<file path="src/rtl/dot_product_pkg.sv">
// dot_product_pkg: shared types and width helpers for the dot_product engine.
// Optional build macro (used by the sub-module): DOT_PRODUCT_SIGNED_EN.
package dot_product_pkg;

  typedef enum logic {
    IDLE = 1'b0,
    BUSY = 1'b1
  } state_t;

  // Width of the accumulator and the result: a full product plus enough
  // headroom bits to add N products without overflow.
  function automatic int result_width(input int width, input int n);
    return 2 * width + $clog2(n);
  endfunction

  // Width of the element index counter; at least one bit, even when N == 1.
  function automatic int index_width(input int n);
    return (n > 1) ? $clog2(n) : 1;
  endfunction

endpackage

</file>
<file path="src/rtl/dot_product_mac.sv">
// dot_product_mac: registered multiply-accumulate with synchronous clear and
// enable. sum_next is the value the accumulator takes on the next enabled edge.
// DOT_PRODUCT_SIGNED_EN selects two's-complement operands and accumulation;
// without it all arithmetic is unsigned.
module dot_product_mac #(
  parameter int WIDTH = 8,
  parameter int ACC_W = 18
) (
  input  logic             clk,
  input  logic             rst,
  input  logic             clear,
  input  logic             enable,
  input  logic [WIDTH-1:0] a,
  input  logic [WIDTH-1:0] b,
  output logic [ACC_W-1:0] sum_next
);

  logic [ACC_W-1:0] acc;

`ifdef DOT_PRODUCT_SIGNED_EN
  logic signed [2*WIDTH-1:0] product;
  logic signed [ACC_W-1:0]   product_ext;

  // Signed product of the two sign-extended operands, then sign-extended to
  // accumulator width so negative products subtract correctly.
  always_comb begin
    product     = $signed({{WIDTH{a[WIDTH-1]}}, a}) * $signed({{WIDTH{b[WIDTH-1]}}, b});
    product_ext = ACC_W'(product);
    sum_next    = acc + product_ext;
  end
`else
  logic [2*WIDTH-1:0] product;
  logic [ACC_W-1:0]   product_ext;

  // Unsigned full-width product, zero-extended to accumulator width.
  always_comb begin
    product     = {{WIDTH{1'b0}}, a} * {{WIDTH{1'b0}}, b};
    product_ext = ACC_W'(product);
    sum_next    = acc + product_ext;
  end
`endif

  // Accumulator register: clear has priority over enable.
  always_ff @(posedge clk) begin
    if (rst) begin
      acc <= '0;
    end else if (clear) begin
      acc <= '0;
    end else if (enable) begin
      acc <= sum_next;
    end
  end

endmodule

</file>
<file path="src/rtl/dot_product.sv">
// dot_product: sequential dot product of two packed N-element vectors, one
// element pair per clock, valid/ready input and one-cycle output_valid pulse.
// Optional build macro: DOT_PRODUCT_SIGNED_EN (signed elements and result).
module dot_product
  import dot_product_pkg::*;
#(
  parameter int WIDTH = 8,
  parameter int N     = 4
) (
  input  logic                              clk,
  input  logic                              rst,
  input  logic                              input_valid,
  output logic                              input_ready,
  input  logic [WIDTH*N-1:0]                A_vec,
  input  logic [WIDTH*N-1:0]                B_vec,
  output logic [result_width(WIDTH, N)-1:0] result,
  output logic                              output_valid
);

  localparam int RES_W = result_width(WIDTH, N);
  localparam int IDX_W = index_width(N);

  state_t             state_q;
  state_t             state_d;
  logic [WIDTH*N-1:0] a_q;
  logic [WIDTH*N-1:0] b_q;
  logic [IDX_W-1:0]   idx_q;
  logic [WIDTH-1:0]   a_elem;
  logic [WIDTH-1:0]   b_elem;
  logic [RES_W-1:0]   sum_next;
  logic [RES_W-1:0]   result_q;
  logic               output_valid_q;
  logic               accept;
  logic               mac_enable;
  logic               last_elem;

  // Ready is a decode of the registered state, forced low while in reset.
  assign input_ready  = (state_q == IDLE) && !rst;
  assign result       = result_q;
  assign output_valid = output_valid_q;

  // State register.
  always_ff @(posedge clk) begin
    if (rst) begin
      state_q <= IDLE;
    end else begin
      state_q <= state_d;
    end
  end

  // Next-state logic: leave IDLE on accept, return after the last element.
  always_comb begin
    state_d = state_q;
    case (state_q)
      IDLE:    if (accept)    state_d = BUSY;
      BUSY:    if (last_elem) state_d = IDLE;
      default: state_d = IDLE;
    endcase
  end

  // FSM outputs steering the datapath and the MAC.
  always_comb begin
    accept     = (state_q == IDLE) && input_valid && input_ready;
    mac_enable = (state_q == BUSY);
    last_elem  = (state_q == BUSY) && (idx_q == IDX_W'(N - 1));
  end

  // Element mux selecting the current operand pair from the captured vectors.
  always_comb begin
    a_elem = a_q[idx_q*WIDTH +: WIDTH];
    b_elem = b_q[idx_q*WIDTH +: WIDTH];
  end

  // Operand capture, index counting, and result/pulse registers; the final
  // sum is taken from the MAC's next value so it lands on the last edge.
  always_ff @(posedge clk) begin
    if (rst) begin
      a_q            <= '0;
      b_q            <= '0;
      idx_q          <= '0;
      result_q       <= '0;
      output_valid_q <= 1'b0;
    end else begin
      output_valid_q <= last_elem;
      if (accept) begin
        a_q   <= A_vec;
        b_q   <= B_vec;
        idx_q <= '0;
      end else if (mac_enable && !last_elem) begin
        idx_q <= idx_q + IDX_W'(1);
      end
      if (last_elem) begin
        result_q <= sum_next;
      end
    end
  end

  dot_product_mac #(
    .WIDTH(WIDTH),
    .ACC_W(RES_W)
  ) u_mac (
    .clk     (clk),
    .rst     (rst),
    .clear   (accept),
    .enable  (mac_enable),
    .a       (a_elem),
    .b       (b_elem),
    .sum_next(sum_next)
  );

endmodule

</file>
<file path="config.mk">
export PLATFORM = sky130hd
export DESIGN_NAME = dot_product
export DESIGN_NICKNAME = d
export VERILOG_FILES = /design/src/rtl/dot_product_pkg.sv /design/src/rtl/dot_product_mac.sv /design/src/rtl/dot_product.sv
export SDC_FILE = /design/constraint.sdc
export NUM_CORES = 1
export LEC_CHECK = 0
export BUFFER_PORTS_ARGS = -buffer_cell sky130_fd_sc_hd__buf_2
export CAP_MARGIN = 5
export CORE_MARGIN = 4
export CORE_UTILIZATION = 30
export CTS_CLUSTER_SIZE = 12
export DETAILED_ROUTE_END_ITERATION = 10
export PLACE_DENSITY_LB_ADDON = 0.2
export SKIP_CTS_REPAIR_TIMING = 1
export SYNTH_ARGS = -nofsm -noshare
export SYNTH_HDL_FRONTEND = slang
export SYNTH_HIERARCHICAL = 1
export SYNTH_SLANG_ARGS = --single-unit
export TNS_END_PERCENT = 100
</file>
<file path="constraint.sdc">
create_clock -name clk -period 5.1 [get_ports clk]
set_input_delay 1.02 -clock clk [delete_from_list [all_inputs] [get_ports clk]]
set_output_delay 1.02 -clock clk [all_outputs]
set_load 0.03 [all_outputs]
</file>
# [Yosys cells after proc, flatten, opt, wreduce, memory -nomap -nowiden]
# Cells that the tools add are included.
[totals] reg_bits=104 in_bits=67 out_inout_bits=20 word_cells=25
[op_classes] n_addsub=2 n_mul=1 eq_ne=1 n_shift=2 muxes=3 n_bitwise=1 reduce_logical=8
[ops] op="32-bit by 6-bit variable part select with 8-bit output" count=2
[ops] op="18-bit by 16-bit adder with 18-bit output" count=1
[ops] op="8-bit by 8-bit multiplier with 16-bit output" count=1
[ops] op="1-bit logical AND" count=5
[ops] op="2-bit by 1-bit adder with 2-bit output, second input constant" count=1
[ops] op="2-bit equality test, second input constant" count=1
[ops] op="1-bit logical NOT" count=2
[ops] op="1-bit 2-to-1 mux" count=2
[ops] op="1-bit one-hot mux with 2 select lines" count=1
[ops] op="2-bit OR reduction" count=1
[ops] op="1-bit NOT" count=1

# [Longest topological paths before layout]
# Gate-level depths: netlist of run 1.
[depth] depth_word=5 ltp_mapped=23 depth_no_buf=19

# [By module]
# The synthesis of run 1 kept the hierarchy.
[modules_own_cells] module="dot_product" n_inst=1 cells_per_inst=395 area_each_um2=3389.5 seq_area_each_um2=1721.7
[modules_own_cells] module="dot_product_mac" n_inst=1 cells_per_inst=389 area_each_um2=3362.0 seq_area_each_um2=360.3

# [Least setup slack after synthesis of run 1]
# OpenSTA, ideal clock, no wires.
[synth_path] path_type="register -> register" start="reg idx_q[1]" end="reg u_mac.acc[15]" setup_ps=122 arrival_ps=5049 required_time_ps=4978 slack_ps=-71 stages_incl_launch_ff=18 n_path_buf=2 synth_period_minus_slack_ps=5171 path_cell_list="dfxtp_1 > buf_2 > buf_2 > mux4_2 > and2_1 > fa_1 > fa_1 > inv_1 > fa_1 > fa_1 > inv_1 > ha_1 > and3_1 > a221oi_2 > o211ai_2 > a31oi_4 > nor4_1 > a311o_1"
[synth_via] elab_chain_cells=3 word_cells_on_any_way=4 cone_classes="1 x add/sub; 1 x mul; 2 x shift"
[synth_lines] element="from (decl)" line_no="dot_product.sv:27" rtl="logic [IDX_W-1:0] idx_q;"
[synth_lines] element="from (signal assigned)" line_no="dot_product.sv:90" rtl="idx_q <= idx_q + IDX_W'(1);"
[synth_lines] element="32-bit by 6-bit variable part select with 8-bit output" line_no="dot_product.sv:71" rtl="b_elem = b_q[idx_q*WIDTH +: WIDTH];"
[synth_lines] element="net b_elem[2]" line_no="dot_product.sv:29" rtl="logic [WIDTH-1:0] b_elem;"
[synth_lines] element="8-bit by 8-bit multiplier with 16-bit output" line_no="dot_product_mac.sv:37" rtl="product = {{WIDTH{1'b0}}, a} * {{WIDTH{1'b0}}, b};"
[synth_lines] element="18-bit by 16-bit adder with 18-bit output" line_no="dot_product_mac.sv:39" rtl="sum_next = acc + product_ext;"
[synth_lines] element="to (signal assigned)" line_no="dot_product_mac.sv:50" rtl="acc <= sum_next;"
[synth_lines] element="to (decl)" line_no="dot_product_mac.sv:18" rtl="logic [ACC_W-1:0] acc;"
# The timed path passes the listed nets, and every way through them passes these cells.
# A chain may end at the register's enable or synchronous reset.

# [Worst setup path in the final report of run 1]
[layout_path] start="reg idx_q[1]" end="reg u_mac.acc[16]"
[layout_via] elab_chain_cells=3 word_cells_on_any_way=4 cone_classes="1 x add/sub; 1 x mul; 2 x shift"
[layout_lines] element="32-bit by 6-bit variable part select with 8-bit output" line_no="dot_product.sv:70" rtl="a_elem = a_q[idx_q*WIDTH +: WIDTH];"
[layout_lines] element="net a_elem[5]" line_no="dot_product.sv:28" rtl="logic [WIDTH-1:0] a_elem;"
[layout_lines] element="8-bit by 8-bit multiplier with 16-bit output" line_no="dot_product_mac.sv:37"
[layout_lines] element="18-bit by 16-bit adder with 18-bit output" line_no="dot_product_mac.sv:39"
# The timed path passes the listed nets, and every way through them passes these cells.

==> report_table.html, run 1 <==
<table>
<tr><th>Metric</th><th>Value</th></tr>
<tr><th colspan="2">Place</th></tr>
<tr><td>Number of buffers inserted by port buffering</td><td>86</td></tr>
<tr><td>Cell count after placement</td><td>~1200</td></tr>
<tr><td>Placement-stage worst setup slack</td><td>-106.9 ps</td></tr>
<tr><td>Placement-stage cell area</td><td>approximately 7700 µm²</td></tr>
<tr><td>Detailed placement HPWL</td><td>between 10 and 15 mm</td></tr>
<tr><td>Routability-driven placement congestion ratio</td><td>between 0.8 and 0.9</td></tr>
<tr><th colspan="2">Die</th></tr>
<tr><td>Initial core utilization</td><td>0.3075</td></tr>
<tr><td>I/O pins</td><td>87</td></tr>
<tr><td>Floorplan row count</td><td>54</td></tr>
<tr><td>Die Ht</td><td>158.0 µm</td></tr>
<tr><td>Core region area</td><td>approximately 22000 µm²</td></tr>
<tr><td>Area of the die</td><td>around 25000 µm²</td></tr>
<tr><td>DIE WIDTH</td><td>between 150 and 200 µm</td></tr>
<tr><th colspan="2">STA</th></tr>
<tr><td>Measured slew at the worst slew-check pin</td><td>between 700 and 800 ps</td></tr>
<tr><td>Final Cycle Share</td><td>0.9852</td></tr>
<tr><td>Final Setup Violations</td><td>0</td></tr>
<tr><td>Setup repair after global routing missed its margin</td><td>yes</td></tr>
<tr><td>Final critical path time including I/O delays and setup</td><td>approximately 5000 ps</td></tr>
<tr><td>Final Skew</td><td>7.466 ps</td></tr>
<tr><td>Number of hold violations in the final report</td><td>0</td></tr>
<tr><td>Total Negative Setup Slacks</td><td>0 ps</td></tr>
<tr><td>Count of pins over their slew limit</td><td>0</td></tr>
<tr><td>Worst relative slew slack</td><td>0.5132</td></tr>
<tr><td>Fmax</td><td>199.0 MHz</td></tr>
<tr><td>Least setup slack across all paths after layout</td><td>about 76 ps</td></tr>
<tr><th colspan="2">Drt</th></tr>
<tr><td>Via count of the routed design</td><td>approximately 5300</td></tr>
<tr><td>First-pass detailed-route iteration total</td><td>4</td></tr>
<tr><td>Detailed-route DRC error count</td><td>0</td></tr>
<tr><td>Average wire per cell in the routed design</td><td>roughly 14 µm</td></tr>
<tr><td>Post-detailed-route via-to-cell ratio</td><td>about 4.5</td></tr>
<tr><td>Initial DRC Count</td><td>around 200</td></tr>
<tr><td>Antenna violation net count after detailed routing</td><td>0</td></tr>
<tr><td>Aggregate routed wire length</td><td>roughly 17 mm</td></tr>
<tr><th colspan="2">Clocking</th></tr>
<tr><td>Worst-Skew Late Latency</td><td>360 ps</td></tr>
<tr><td>TritonCTS clock tree</td><td>built</td></tr>
<tr><td>Level count of the clock H-tree</td><td>3</td></tr>
<tr><td>CTS clk-pin slew, worst paths</td><td>~80 ps</td></tr>
<tr><td>CTS max path bufs</td><td>2</td></tr>
<tr><td>Clk Tree Root Cell</td><td>sky130_fd_sc_hd__clkbuf_16</td></tr>
<tr><td>Num CTS Buffers</td><td>9</td></tr>
<tr><td>Number of clock sinks</td><td>104</td></tr>
<tr><th colspan="2">Setup path</th></tr>
<tr><td>Largest fanout of any net on the critical path</td><td>6</td></tr>
<tr><td>Origin of the critical flop-to-flop path</td><td>idx_q[1]</td></tr>
<tr><td>Worst Setup Start Kind</td><td>flip-flop</td></tr>
<tr><td>Setup slack of the worst register-to-register path</td><td>between 70 and 80 ps</td></tr>
<tr><td>Req. time, crit path</td><td>approximately 5400 ps</td></tr>
<tr><td>Crit path DAT</td><td>around 5300 ps</td></tr>
<tr><td>Count of cells along the worst register-to-register path</td><td>17</td></tr>
<tr><td>Class of the most critical setup path</td><td>reg -&gt; reg</td></tr>
<tr><td>Critical path capture point type</td><td>flip-flop</td></tr>
<tr><td>Worst r2r dst</td><td>u_mac/acc[16]</td></tr>
<tr><th colspan="2">Synth</th></tr>
<tr><td>Number of standard cells after synthesis</td><td>784</td></tr>
<tr><td>Primary flip-flop cell chosen by synthesis mapping</td><td>sky130_fd_sc_hd__dfxtp_1</td></tr>
<tr><td>Warning count from the yosys run</td><td>6</td></tr>
<tr><td>Mapped Area</td><td>6751 µm²</td></tr>
<tr><td>Mean cell area of the mapped netlist</td><td>between 8 and 9 µm²</td></tr>
<tr><td>Netlist cell types</td><td>46</td></tr>
<tr><td>Asr flop ratio synth</td><td>0</td></tr>
<tr><td>Post-synth EDFFs</td><td>0</td></tr>
<tr><td>Post-synthesis sequential element count</td><td>around 100</td></tr>
<tr><td>Syn_nets</td><td>between 900 and 1000</td></tr>
<tr><td>Sequential fraction of the synthesis area</td><td>0.3084</td></tr>
<tr><th colspan="2">Global routing</th></tr>
<tr><td>Via count of the first global-routing pass</td><td>between 5000 and 6000</td></tr>
<tr><td>Wire length of the first global-routing pass</td><td>roughly 27 mm</td></tr>
<tr><td>Antenna violations before repair</td><td>1</td></tr>
<tr><td>Grt ovf</td><td>0</td></tr>
<tr><td>Global-route total usage across every layer</td><td>0.1365</td></tr>
<tr><td>Pin count of the biggest net entering global routing</td><td>roughly 70</td></tr>
<tr><th colspan="2">Cells and area</th></tr>
<tr><td>Area of all placed cells without fillers</td><td>about 8400 µm²</td></tr>
<tr><td>Net count reported at finish</td><td>1062</td></tr>
<tr><td>Diodes inserted</td><td>0</td></tr>
<tr><td>Most common cell after layout, fill and taps aside</td><td>sky130_fd_sc_hd__nand2_1</td></tr>
<tr><td>Area Growth Syn to Fin</td><td>24.44%</td></tr>
<tr><td>End-of-flow core utilization</td><td>0.3826</td></tr>
<tr><td>Commonest cells after routing, fill and taps aside</td><td>200 x sky130_fd_sc_hd__nand2_1, 102 x sky130_fd_sc_hd__dfxtp_1, 88 x sky130_fd_sc_hd__a21oi_1</td></tr>
<tr><td>Share of post-route cells with drive strength above 1</td><td>0.2731</td></tr>
<tr><td>Count of non-filler cells in the finished layout</td><td>1188</td></tr>
<tr><th colspan="2">Job</th></tr>
<tr><td>Number of maximum-capacitance violations</td><td>0</td></tr>
<tr><th colspan="2">Min path</th></tr>
<tr><td>Classification of the worst-slack hold path</td><td>reg -&gt; reg</td></tr>
<tr><td>Min-Delay Path Depth</td><td>2</td></tr>
<tr><td>Hold path start</td><td>result[9]</td></tr>
<tr><td>Endpoint of the worst hold path</td><td>result[9]</td></tr>
<tr><th colspan="2">Pwr</th></tr>
<tr><td>Internal Power</td><td>between 1 and 1.5 mW</td></tr>
<tr><td>Peak supply drop</td><td>0.1387 mV</td></tr>
<tr><td>Portion of total power attributed to combinational logic</td><td>0.202</td></tr>
<tr><td>Switching pwr</td><td>around 0.59 mW</td></tr>
<tr><td>Portion of total power attributed to the clock network</td><td>0.355</td></tr>
<tr><td>Part of the total power dissipated in sequential elements</td><td>0.443</td></tr>
<tr><td>Total power per unit cell area</td><td>between 200 and 250 nW/µm²</td></tr>
<tr><td>Fraction of power spent switching nets</td><td>0.3011</td></tr>
<tr><td>Static leakage power</td><td>around 3.8 nW</td></tr>
<tr><th colspan="2">Status</th></tr>
<tr><td>Status</td><td>complete, no violations</td></tr>
</table>
[layout make-up]
type / count / area [µm²]
well taps: 280 / 350.3
fillers: 2258 / 13560
clock inverters: 6 / 63.81
repair buffers: 149 / 972.2
inverters: 94 / 352.8
clock buffers: 9 / 225.2
flip-flops and latches: 104 / 2087
multi-input cells: 546 / 4350
[routing by layer]
layer,global-route usage,vias up,share of wire
li1,-,2746,-
met1,0.1944,2473,0.51
met2,0.2073,101,0.44
met3,0.03144,18,0.039
met4,0.03940,2,0.015
met5,0,-,0.00079
[power by group through the flow]
stage / Sequential, mW / Combinational (mW) / Clock [mW]
6_report: 0.870 / 0.397 / 0.698
5_1_grt: 0.875 / 0.447 / 0.758
4_1_cts: 0.870 / 0.355 / 0.732
3_5_place_dp: 0.889 / 0.353 / 0
3_3_place_gp: 0.889 / 0.352 / 0
2_1_floorplan: 0.879 / 0.229 / 0
[cell usage after synthesis, types with 5 or more instances]
cell | count | share of area
sky130_fd_sc_hd__mux2i_1 | 11 | 0.016
sky130_fd_sc_hd__fa_1 | 50 | 0.15
sky130_fd_sc_hd__ha_1 | 41 | 0.076
sky130_fd_sc_hd__nand2b_1 | 5 | 0.0046
sky130_fd_sc_hd__xor2_1 | 7 | 0.0091
sky130_fd_sc_hd__xnor2_1 | 7 | 0.0091
sky130_fd_sc_hd__clkbuf_1 | 14 | 0.0078
sky130_fd_sc_hd__inv_1 | 94 | 0.052
sky130_fd_sc_hd__dfxtp_1 | 104 | 0.31
sky130_fd_sc_hd__nor2_1 | 21 | 0.012
sky130_fd_sc_hd__and2_1 | 34 | 0.032
sky130_fd_sc_hd__nor3_1 | 6 | 0.0044
sky130_fd_sc_hd__nand2_1 | 207 | 0.12
sky130_fd_sc_hd__mux4_2 | 16 | 0.053
sky130_fd_sc_hd__a21oi_1 | 93 | 0.069
sky130_fd_sc_hd__buf_2 | 18 | 0.013
sky130_fd_sc_hd__buf_6 | 6 | 0.010
sky130_fd_sc_hd__a21o_1 | 5 | 0.0056
[worst max-delay path, stage by stage, from the launching register on]
cell                       delay, ps
sky130_fd_sc_hd__dfxtp_2         350
sky130_fd_sc_hd__buf_12          120
sky130_fd_sc_hd__mux4_2          560
sky130_fd_sc_hd__buf_6           160
sky130_fd_sc_hd__and2_4          130
sky130_fd_sc_hd__fa_1            560
sky130_fd_sc_hd__fa_2            450
sky130_fd_sc_hd__fa_1            510
sky130_fd_sc_hd__inv_1            50
sky130_fd_sc_hd__fa_1            490
sky130_fd_sc_hd__inv_2            50
sky130_fd_sc_hd__ha_4            220
sky130_fd_sc_hd__and3_1          170
sky130_fd_sc_hd__a221o_1         330
sky130_fd_sc_hd__a21oi_2         150
sky130_fd_sc_hd__a311oi_2        160
sky130_fd_sc_hd__nor3b_2         190
sky130_fd_sc_hd__a311o_1         270
[registers in the layout, indices dropped and copies added, names as in the netlist]
name and count:
b_q 32, result 18, u_mac/acc 18, output_valid 1
idx_q 2, mac_enable 1, a_q 32
[logic make-up (layout without fill, tap and decap cells)]
family	after synthesis	after routing	synth area share
AND/OR/NAND/NOR	293	293	0.1866
buffers and inverters	134	258	0.08562
AO/OA/AOI/OAI	121	121	0.1073
flip-flops	104	104	0.3084
multiplexers	27	27	0.06968
XOR/XNOR	14	14	0.01816
adder cells (fa/ha/maj)	91	91	0.2242
[worst max path at each step]
stage	startpoint	to	cells after the start
after floorplan	idx_q[0]	u_mac/acc[16]	19
after global placement	idx_q[1]	u_mac/acc[16]	16
after detailed placement	idx_q[1]	u_mac/acc[16]	16
after CTS	idx_q[1]	u_mac/acc[16]	16
after global routing	idx_q[1]	result[16]	19
final	idx_q[1]	u_mac/acc[16]	17
[through the flow]
step	power (mW)	hold WS (ps)
after detailed placement	1.241	444.4
after global routing	2.079	471.8
after CTS	1.957	455.5
final	1.964	452.8
after global placement	1.241	439.3
after floorplan	1.108	433.1
Note: power is estimated with default switching activity, not from simulation.
==> inputs of run 2 (changes only) <==
CORE_UTILIZATION = 50   (was 30)
CTS_CLUSTER_SIZE = 14   (was 12)
==> run 2 against run 1 <==
Against the previous run:
- clock skew increased by 0.93 ps
- non-clock buffer count decreased by 17
- core utilization increased by 23 points
- sequential share of layout area increased by 0.85 points
- die area decreased by 38%
- via count increased by 2.6%
- sequential power about the same
- cell area decreased by 3.3%
- register-to-register slack got worse by 40 ps
- clock power increased by 13%
- fmax decreased by 0.82%
- critical path type unchanged
- critical endpoint unchanged
- largest power group unchanged
- highest routed layer is now met4
==> report_table.html, run 2 (synthesis gave the netlist of run 1 again) <==
<table>
<tr><th>Metric</th><th>Value</th></tr>
<tr><th colspan="2">Drt</th></tr>
<tr><td>Post-detailed-route via-to-cell ratio</td><td>5.128</td></tr>
<tr><td>Via count of the routed design</td><td>approximately 5500</td></tr>
<tr><td>Antenna violation net count after detailed routing</td><td>0</td></tr>
<tr><td>Detailed-route DRC error count</td><td>0</td></tr>
<tr><td>Aggregate routed wire length</td><td>15.87 mm</td></tr>
<tr><td>Initial DRC Count</td><td>336</td></tr>
<tr><td>Average wire per cell in the routed design</td><td>approximately 15 µm</td></tr>
<tr><td>First-pass detailed-route iteration total</td><td>4</td></tr>
<tr><th colspan="2">Setup path</th></tr>
<tr><td>Class of the most critical setup path</td><td>reg -&gt; reg</td></tr>
<tr><td>Delay of the slowest critical-path stage</td><td>between 500 and 600 ps</td></tr>
<tr><td>Cell with the largest stage delay on the worst path</td><td>sky130_fd_sc_hd__mux4_2</td></tr>
<tr><td>Critical path capture point type</td><td>flip-flop</td></tr>
<tr><td>Crit path DAT</td><td>roughly 5300 ps</td></tr>
<tr><td>CP top delay family</td><td>adder cells</td></tr>
<tr><td>Largest fanout of any net on the critical path</td><td>5</td></tr>
<tr><td>Worst path cell trace</td><td>buf_6 &gt; mux4_2 &gt; buf_6 &gt; and2_1 &gt; fa_1 &gt; fa_1 &gt; fa_1 &gt; inv_1 &gt; fa_1 &gt; inv_1 &gt; ha_1 &gt; and3_1 &gt; a221o_1 &gt; a21oi_2 &gt; a311oi_2 &gt; nor3b_1 &gt; a311o_1</td></tr>
<tr><td>Worst Setup Start Kind</td><td>flip-flop</td></tr>
<tr><td>CP most frequent cell</td><td>sky130_fd_sc_hd__fa_1</td></tr>
<tr><td>Req. time, crit path</td><td>between 5000 and 6000 ps</td></tr>
<tr><td>Number of buffer and inverter instances along the worst setup path</td><td>4</td></tr>
<tr><th colspan="2">Cells and area</th></tr>
<tr><td>Most common cell after layout, fill and taps aside</td><td>sky130_fd_sc_hd__nand2_1</td></tr>
<tr><td>Area Growth Syn to Fin</td><td>20.31%</td></tr>
<tr><td>Share of post-route cells with drive strength above 1</td><td>0.2444</td></tr>
<tr><td>Registers with the most flip-flops</td><td>a_q: 32 flops, b_q: 32 flops</td></tr>
<tr><td>Net count reported at finish</td><td>around 1000</td></tr>
<tr><td>Diodes inserted</td><td>0</td></tr>
<tr><td>Commonest cells after routing, fill and taps aside</td><td>199 x sky130_fd_sc_hd__nand2_1, 102 x sky130_fd_sc_hd__dfxtp_1, 90 x sky130_fd_sc_hd__inv_1</td></tr>
<tr><th colspan="2">Die</th></tr>
<tr><td>Die Ht</td><td>approximately 120 µm</td></tr>
<tr><td>Floorplan row count</td><td>42</td></tr>
<tr><td>Initial core utilization</td><td>0.5098</td></tr>
<tr><td>Core region area</td><td>between 10000 and 15000 µm²</td></tr>
<tr><td>DIE WIDTH</td><td>about 120 µm</td></tr>
<tr><td>I/O pins</td><td>slightly below 90</td></tr>
<tr><td>Area of the die</td><td>15430 µm²</td></tr>
<tr><th colspan="2">STA</th></tr>
<tr><td>Total Negative Setup Slacks</td><td>0 ps</td></tr>
<tr><td>Setup repair after global routing missed its margin</td><td>yes</td></tr>
<tr><td>Worst Hold Slack</td><td>between 400 and 500 ps</td></tr>
<tr><td>Count of pins over their slew limit</td><td>0</td></tr>
<tr><td>Final Skew</td><td>~8.4 ps</td></tr>
<tr><td>Fmax</td><td>about 200 MHz</td></tr>
<tr><td>Final Cycle Share</td><td>0.9933</td></tr>
<tr><td>Measured slew at the worst slew-check pin</td><td>around 1200 ps</td></tr>
<tr><td>Final Setup Violations</td><td>0</td></tr>
<tr><td>Worst relative slew slack</td><td>0.1761</td></tr>
<tr><td>Number of hold violations in the final report</td><td>0</td></tr>
<tr><td>Final critical path time including I/O delays and setup</td><td>between 5000 and 6000 ps</td></tr>
<tr><td>Least setup slack across all paths after layout</td><td>about 34 ps</td></tr>
<tr><th colspan="2">Clocking</th></tr>
<tr><td>TritonCTS clock tree</td><td>built</td></tr>
<tr><td>Number of clock sinks</td><td>about 100</td></tr>
<tr><td>CTS max path bufs</td><td>2</td></tr>
<tr><td>Num CTS Buffers</td><td>9</td></tr>
<tr><td>CTS clk-pin slew, worst paths</td><td>~80 ps</td></tr>
<tr><td>Worst-Skew Late Latency</td><td>360 ps</td></tr>
<tr><td>Clk Tree Root Cell</td><td>sky130_fd_sc_hd__clkbuf_16</td></tr>
<tr><td>Level count of the clock H-tree</td><td>3</td></tr>
<tr><th colspan="2">Global routing</th></tr>
<tr><td>Global-route total usage across every layer</td><td>0.1991</td></tr>
<tr><td>Grt ovf</td><td>0</td></tr>
<tr><td>Via count of the first global-routing pass</td><td>~5600</td></tr>
<tr><td>Antenna violations before repair</td><td>0</td></tr>
<tr><td>Wire length of the first global-routing pass</td><td>about 26 mm</td></tr>
<tr><td>Pin count of the biggest net entering global routing</td><td>a little under 90</td></tr>
<tr><th colspan="2">Pwr</th></tr>
<tr><td>Portion of total power attributed to combinational logic</td><td>0.185</td></tr>
<tr><td>Static leakage power</td><td>approximately 3.8 nW</td></tr>
<tr><td>Internal Power</td><td>approximately 1.5 mW</td></tr>
<tr><td>Switching pwr</td><td>0.5739 mW</td></tr>
<tr><td>Fraction of power spent switching nets</td><td>0.2827</td></tr>
<tr><td>Peak supply drop</td><td>around 0.16 mV</td></tr>
<tr><td>Sum of internal, switching and leakage power</td><td>between 2 and 2.5 mW</td></tr>
<tr><td>Part of the total power dissipated in sequential elements</td><td>0.428</td></tr>
<tr><td>Portion of total power attributed to the clock network</td><td>0.387</td></tr>
<tr><td>Total power per unit cell area</td><td>between 200 and 250 nW/µm²</td></tr>
<tr><th colspan="2">Place</th></tr>
<tr><td>Routability-driven placement congestion ratio</td><td>slightly above 0.9</td></tr>
<tr><td>Detailed placement HPWL</td><td>11.76 mm</td></tr>
<tr><td>Number of buffers inserted by port buffering</td><td>86</td></tr>
<tr><td>Placement-stage worst setup slack</td><td>-183.6 ps</td></tr>
<tr><th colspan="2">Job</th></tr>
<tr><td>Number of maximum-capacitance violations</td><td>0</td></tr>
<tr><th colspan="2">Status</th></tr>
<tr><td>Status</td><td>complete, no violations</td></tr>
<tr><th colspan="2">Min path</th></tr>
<tr><td>Classification of the worst-slack hold path</td><td>reg -&gt; reg</td></tr>
</table>
==> run 2: cell types whose count changed in the layout (fill, tap and decap cells not counted), moves of 2 or more <==
cell,before,now
sky130_fd_sc_hd__buf_4,48,31
sky130_fd_sc_hd__inv_1,85,90
sky130_fd_sc_hd__inv_2,9,4
sky130_fd_sc_hd__ha_1,33,36
sky130_fd_sc_hd__ha_4,7,4
sky130_fd_sc_hd__bufinv_16,0,2
sky130_fd_sc_hd__nand2_2,6,8
sky130_fd_sc_hd__nor2_2,0,2
sky130_fd_sc_hd__nor2_4,2,0
sky130_fd_sc_hd__xor2_1,5,7
sky130_fd_sc_hd__xor2_2,2,0
==> run 2: through the flow <==
stage	util	std cells	cell area (µm²)
floorplan	-	784	6765
global placement	0.5638	1040	7466
detailed placement	0.5638	1040	7466
CTS	0.5893	1056	7804
global route	0.6134	1068	8123
finish	0.6134	1068	8123
==> run 2: tightest hold or removal path: stages (launching register included) <==
cell	delay, ps
sky130_fd_sc_hd__dfxtp_1	310
sky130_fd_sc_hd__nand2_1	50
sky130_fd_sc_hd__a21oi_1	50
==> run 2: worst paths after layout <==
| check | start | endpoint | slack, ps | depth (start not counted) |
|---|---|---|---|---|
| max | idx_q[1] | u_mac/acc[16] | 30 | 17 |
| min | b_q[4] | b_q[4] | 450 | 2 |
| max reg2reg | idx_q[1] | u_mac/acc[16] | 30 | 17 |
| min reg2reg | b_q[4] | b_q[4] | 450 | 2 |
==> run 2: area by class of cell <==
| type | count | area, µm² |
|---|---|---|
| Timing Repair Buffer | 132 | 863.3 |
| Tap cell | 176 | 220.2 |
| Sequential cell | 104 | 2087 |
| Inverter | 94 | 352.8 |
| Clock buffer | 9 | 225.2 |
| Clock inverter | 7 | 112.6 |
| Fill cell | 1207 | 5120 |
| Multi-Input combinational cell | 546 | 4262 |
==> run 2: power by group through the flow <==
| stage | Clock (mW) | Sequential (mW) | Combinational, mW |
|---|---|---|---|
| 2_1_floorplan | 0 | 0.879 | 0.229 |
| 3_3_place_gp | 0 | 0.885 | 0.327 |
| 3_5_place_dp | 0 | 0.886 | 0.337 |
| 4_1_cts | 0.796 | 0.868 | 0.339 |
| 5_1_grt | 0.823 | 0.873 | 0.418 |
| 6_report | 0.786 | 0.869 | 0.376 |
==> run 2: layer usage <==
metal,vias to the layer above,routed length (µm),global-route usage
li1,2721,-,-
met1,2594,7232,0.2664
met2,139,7540,0.3235
met3,23,780,0.03222
met4,0,313,0.07930
met5,-,0,0
==> inputs of run 3 (changes only) <==
CTS_BUF_LIST = sky130_fd_sc_hd__clkbuf_2   (was unset)
==> run 3 against run 2 <==
Against the previous run:
- clock power down 38%
- worst hold slack better by 18 ps
- die area unchanged
- combinational power down 1%
- final cell count about the same
- global-route usage down 0.24 points
- core utilization down 1.5 points
- total power down 15%
- clock-buffer cell count unchanged
==> report_table.html, run 3 (synthesis gave the netlist of run 1 again) <==
<table>
<tr><th>Metric</th><th>Value</th></tr>
<tr><th colspan="2">Status</th></tr>
<tr><td>Status</td><td>complete, no violations</td></tr>
<tr><th colspan="2">STA</th></tr>
<tr><td>Total Negative Setup Slacks</td><td>0 ps</td></tr>
<tr><td>Final Setup Violations</td><td>0</td></tr>
<tr><td>Final critical path time including I/O delays and setup</td><td>~5000 ps</td></tr>
<tr><td>Worst relative slew slack</td><td>0.1869</td></tr>
<tr><td>Final Cycle Share</td><td>0.9948</td></tr>
<tr><td>Count of pins over their slew limit</td><td>0</td></tr>
<tr><td>Fmax</td><td>between 150 and 200 MHz</td></tr>
<tr><td>Setup repair after global routing missed its margin</td><td>yes</td></tr>
<tr><td>Number of hold violations in the final report</td><td>0</td></tr>
<tr><td>Final Skew</td><td>just under 30 ps</td></tr>
<tr><td>Measured slew at the worst slew-check pin</td><td>between 1000 and 1500 ps</td></tr>
<tr><th colspan="2">Die</th></tr>
<tr><td>Area of the die</td><td>around 15000 µm²</td></tr>
<tr><td>Floorplan row count</td><td>42</td></tr>
<tr><td>Die Ht</td><td>between 100 and 150 µm</td></tr>
<tr><td>Core region area</td><td>13240 µm²</td></tr>
<tr><td>I/O pins</td><td>87</td></tr>
<tr><td>DIE WIDTH</td><td>124.2 µm</td></tr>
<tr><td>Initial core utilization</td><td>0.5098</td></tr>
<tr><th colspan="2">Setup path</th></tr>
<tr><td>CP top delay family</td><td>adder cells</td></tr>
<tr><td>CP most frequent cell</td><td>sky130_fd_sc_hd__fa_1</td></tr>
<tr><td>Class of the most critical setup path</td><td>reg -&gt; reg</td></tr>
<tr><td>Largest fanout of any net on the critical path</td><td>5</td></tr>
<tr><td>Stages on worst setup path</td><td>15</td></tr>
<tr><td>Number of buffer and inverter instances along the worst setup path</td><td>2</td></tr>
<tr><td>Critical path capture point type</td><td>flip-flop</td></tr>
<tr><td>Worst path cell trace</td><td>buf_6 &gt; mux4_2 &gt; buf_6 &gt; and2_1 &gt; fa_1 &gt; fa_2 &gt; fa_1 &gt; fa_1 &gt; ha_4 &gt; a21o_1 &gt; a221o_1 &gt; a21oi_2 &gt; a311oi_2 &gt; nor3b_1 &gt; a311o_1</td></tr>
<tr><td>Setup slack of the worst register-to-register path</td><td>around 26 ps</td></tr>
<tr><td>Worst r2r dst</td><td>u_mac/acc[16]</td></tr>
<tr><td>Start point of the critical path</td><td>idx_q[1]</td></tr>
<tr><td>Count of cells along the worst register-to-register path</td><td>15</td></tr>
<tr><td>Cell with the largest stage delay on the worst path</td><td>sky130_fd_sc_hd__fa_1</td></tr>
<tr><td>Delay of the slowest critical-path stage</td><td>around 570 ps</td></tr>
<tr><td>Origin of the critical flop-to-flop path</td><td>idx_q[1]</td></tr>
<tr><td>Capturing element of the worst setup path</td><td>u_mac/acc[16]</td></tr>
<tr><td>Req. time, crit path</td><td>about 5700 ps</td></tr>
<tr><td>Worst Setup Start Kind</td><td>flip-flop</td></tr>
<tr><td>Crit path DAT</td><td>about 5600 ps</td></tr>
<tr><th colspan="2">Clocking</th></tr>
<tr><td>CTS clk-pin slew, worst paths</td><td>330 ps</td></tr>
<tr><td>TritonCTS clock tree</td><td>built</td></tr>
<tr><td>CTS max path bufs</td><td>2</td></tr>
<tr><td>Num CTS Buffers</td><td>9</td></tr>
<tr><td>Worst-Skew Late Latency</td><td>630 ps</td></tr>
<tr><td>Clk Tree Root Cell</td><td>sky130_fd_sc_hd__clkbuf_2</td></tr>
<tr><td>Level count of the clock H-tree</td><td>3</td></tr>
<tr><td>Number of clock sinks</td><td>about 100</td></tr>
<tr><th colspan="2">Global routing</th></tr>
<tr><td>Pin count of the biggest net entering global routing</td><td>89</td></tr>
<tr><td>Global-route total usage across every layer</td><td>0.1967</td></tr>
<tr><td>Wire length of the first global-routing pass</td><td>~25 mm</td></tr>
<tr><td>Grt ovf</td><td>0</td></tr>
<tr><td>Antenna violations before repair</td><td>1</td></tr>
<tr><td>Via count of the first global-routing pass</td><td>5497</td></tr>
<tr><th colspan="2">Pwr</th></tr>
<tr><td>Part of the total power dissipated in sequential elements</td><td>0.505</td></tr>
<tr><td>Fraction of power spent switching nets</td><td>0.3118</td></tr>
<tr><td>Portion of total power attributed to combinational logic</td><td>0.215</td></tr>
<tr><td>Total power per unit cell area</td><td>218.2 nW/µm²</td></tr>
<tr><td>Peak supply drop</td><td>approximately 0.18 mV</td></tr>
<tr><td>Internal Power</td><td>approximately 1.2 mW</td></tr>
<tr><td>Switching pwr</td><td>between 0.5 and 0.6 mW</td></tr>
<tr><td>Portion of total power attributed to the clock network</td><td>0.281</td></tr>
<tr><td>Static leakage power</td><td>about 3.7 nW</td></tr>
<tr><td>Sum of internal, switching and leakage power</td><td>~1.7 mW</td></tr>
<tr><th colspan="2">Drt</th></tr>
<tr><td>Initial DRC Count</td><td>roughly 310</td></tr>
<tr><td>Via count of the routed design</td><td>between 5000 and 6000</td></tr>
<tr><td>Detailed-route DRC error count</td><td>0</td></tr>
<tr><td>Aggregate routed wire length</td><td>15.68 mm</td></tr>
<tr><td>Post-detailed-route via-to-cell ratio</td><td>between 5 and 6</td></tr>
<tr><td>First-pass detailed-route iteration total</td><td>5</td></tr>
<tr><td>Average wire per cell in the routed design</td><td>about 15 µm</td></tr>
<tr><td>Antenna violation net count after detailed routing</td><td>0</td></tr>
<tr><th colspan="2">Min path</th></tr>
<tr><td>Classification of the worst-slack hold path</td><td>reg -&gt; reg</td></tr>
<tr><td>Min-Delay Path Depth</td><td>2</td></tr>
<tr><th colspan="2">Cells and area</th></tr>
<tr><td>Net count reported at finish</td><td>~1000</td></tr>
<tr><td>Share of post-route cells with drive strength above 1</td><td>0.2430</td></tr>
<tr><td>Most common cell after layout, fill and taps aside</td><td>sky130_fd_sc_hd__nand2_1</td></tr>
<tr><td>Area Growth Syn to Fin</td><td>17.38%</td></tr>
<tr><td>Commonest cells after routing, fill and taps aside</td><td>203 x sky130_fd_sc_hd__nand2_1, 102 x sky130_fd_sc_hd__dfxtp_1, 90 x sky130_fd_sc_hd__inv_1</td></tr>
<tr><td>Registers with the most flip-flops</td><td>a_q: 32 flops, b_q: 32 flops</td></tr>
<tr><td>Filler cell count</td><td>~1200</td></tr>
<tr><th colspan="2">Place</th></tr>
<tr><td>Number of buffers inserted by port buffering</td><td>between 80 and 90</td></tr>
<tr><td>Detailed placement HPWL</td><td>around 12 mm</td></tr>
<tr><td>Routability-driven placement congestion ratio</td><td>0.9057</td></tr>
<tr><th colspan="2">Job</th></tr>
<tr><td>Number of maximum-capacitance violations</td><td>0</td></tr>
</table>
-- run 3: cell types whose count changed in the layout (fill, tap and decap cells not counted), sizes merged --
cell,change
buf,-3
diode,+4
-- run 3: per-layer routing --
| metal | vias to the layer above | GRT usage | share of wire |
|---|---|---|---|
| met2 | 141 | 0.3190 | 0.47 |
| met3 | 21 | 0.03436 | 0.047 |
| li1 | 2717 | - | - |
| met4 | 0 | 0.07157 | 0.018 |
| met1 | 2565 | 0.2650 | 0.46 |
| met5 | - | 0 | 0 |
-- run 3: worst min-delay path: stages, from the launching register on --
cell and delay, ps:
sky130_fd_sc_hd__dfxtp_1 380, sky130_fd_sc_hd__nand2_1 50, sky130_fd_sc_hd__a21oi_1 50
-- run 3: cell type report --
class                           count  area [µm²]  area share
Clock inverter                      7       112.6     0.01421
Clock buffer                        9       45.04    0.005684
Inverter                           94       352.8     0.04452
Tap cell                          176       220.2     0.02779
Sequential cell                   104        2087      0.2633
Timing Repair Buffer              129       822.0      0.1037
Antenna cell                        4       10.01    0.001263
Multi-Input combinational cell    546        4275      0.5395
-- run 3: through the flow --
stage	hold slack, ps	std cells	worst slack [ps]	instance area (µm²)	utilization
after floorplan	433.1	784	10.60	6765	-
after CTS	472.9	1056	-226.7	7624	0.5757
after global routing	494.7	1069	-141.6	7925	0.5985
after global placement	439.8	1040	-54.17	7466	0.5638
final	471.5	1069	26.42	7925	0.5985
after detailed placement	445.1	1040	-183.6	7466	0.5638
-- run 3: worst min path at each step --
stage | from | endpoint
after global placement | result[3] | result[3]
after CTS | result[16] | result[16]
after floorplan | a_q[10] | a_q[10]
after global routing | result[1] | result[1]
after detailed placement | result[11] | result[11]
final | b_q[4] | b_q[4]
-- run 3: power by group through the flow --
stage               logic [mW]  clock network (mW)  registers (mW)
finish                   0.371               0.485           0.873
global route             0.413               0.527           0.878
CTS                      0.339               0.495           0.873
detailed placement       0.337                   0           0.886
global placement         0.327                   0           0.885
floorplan                0.229                   0           0.879
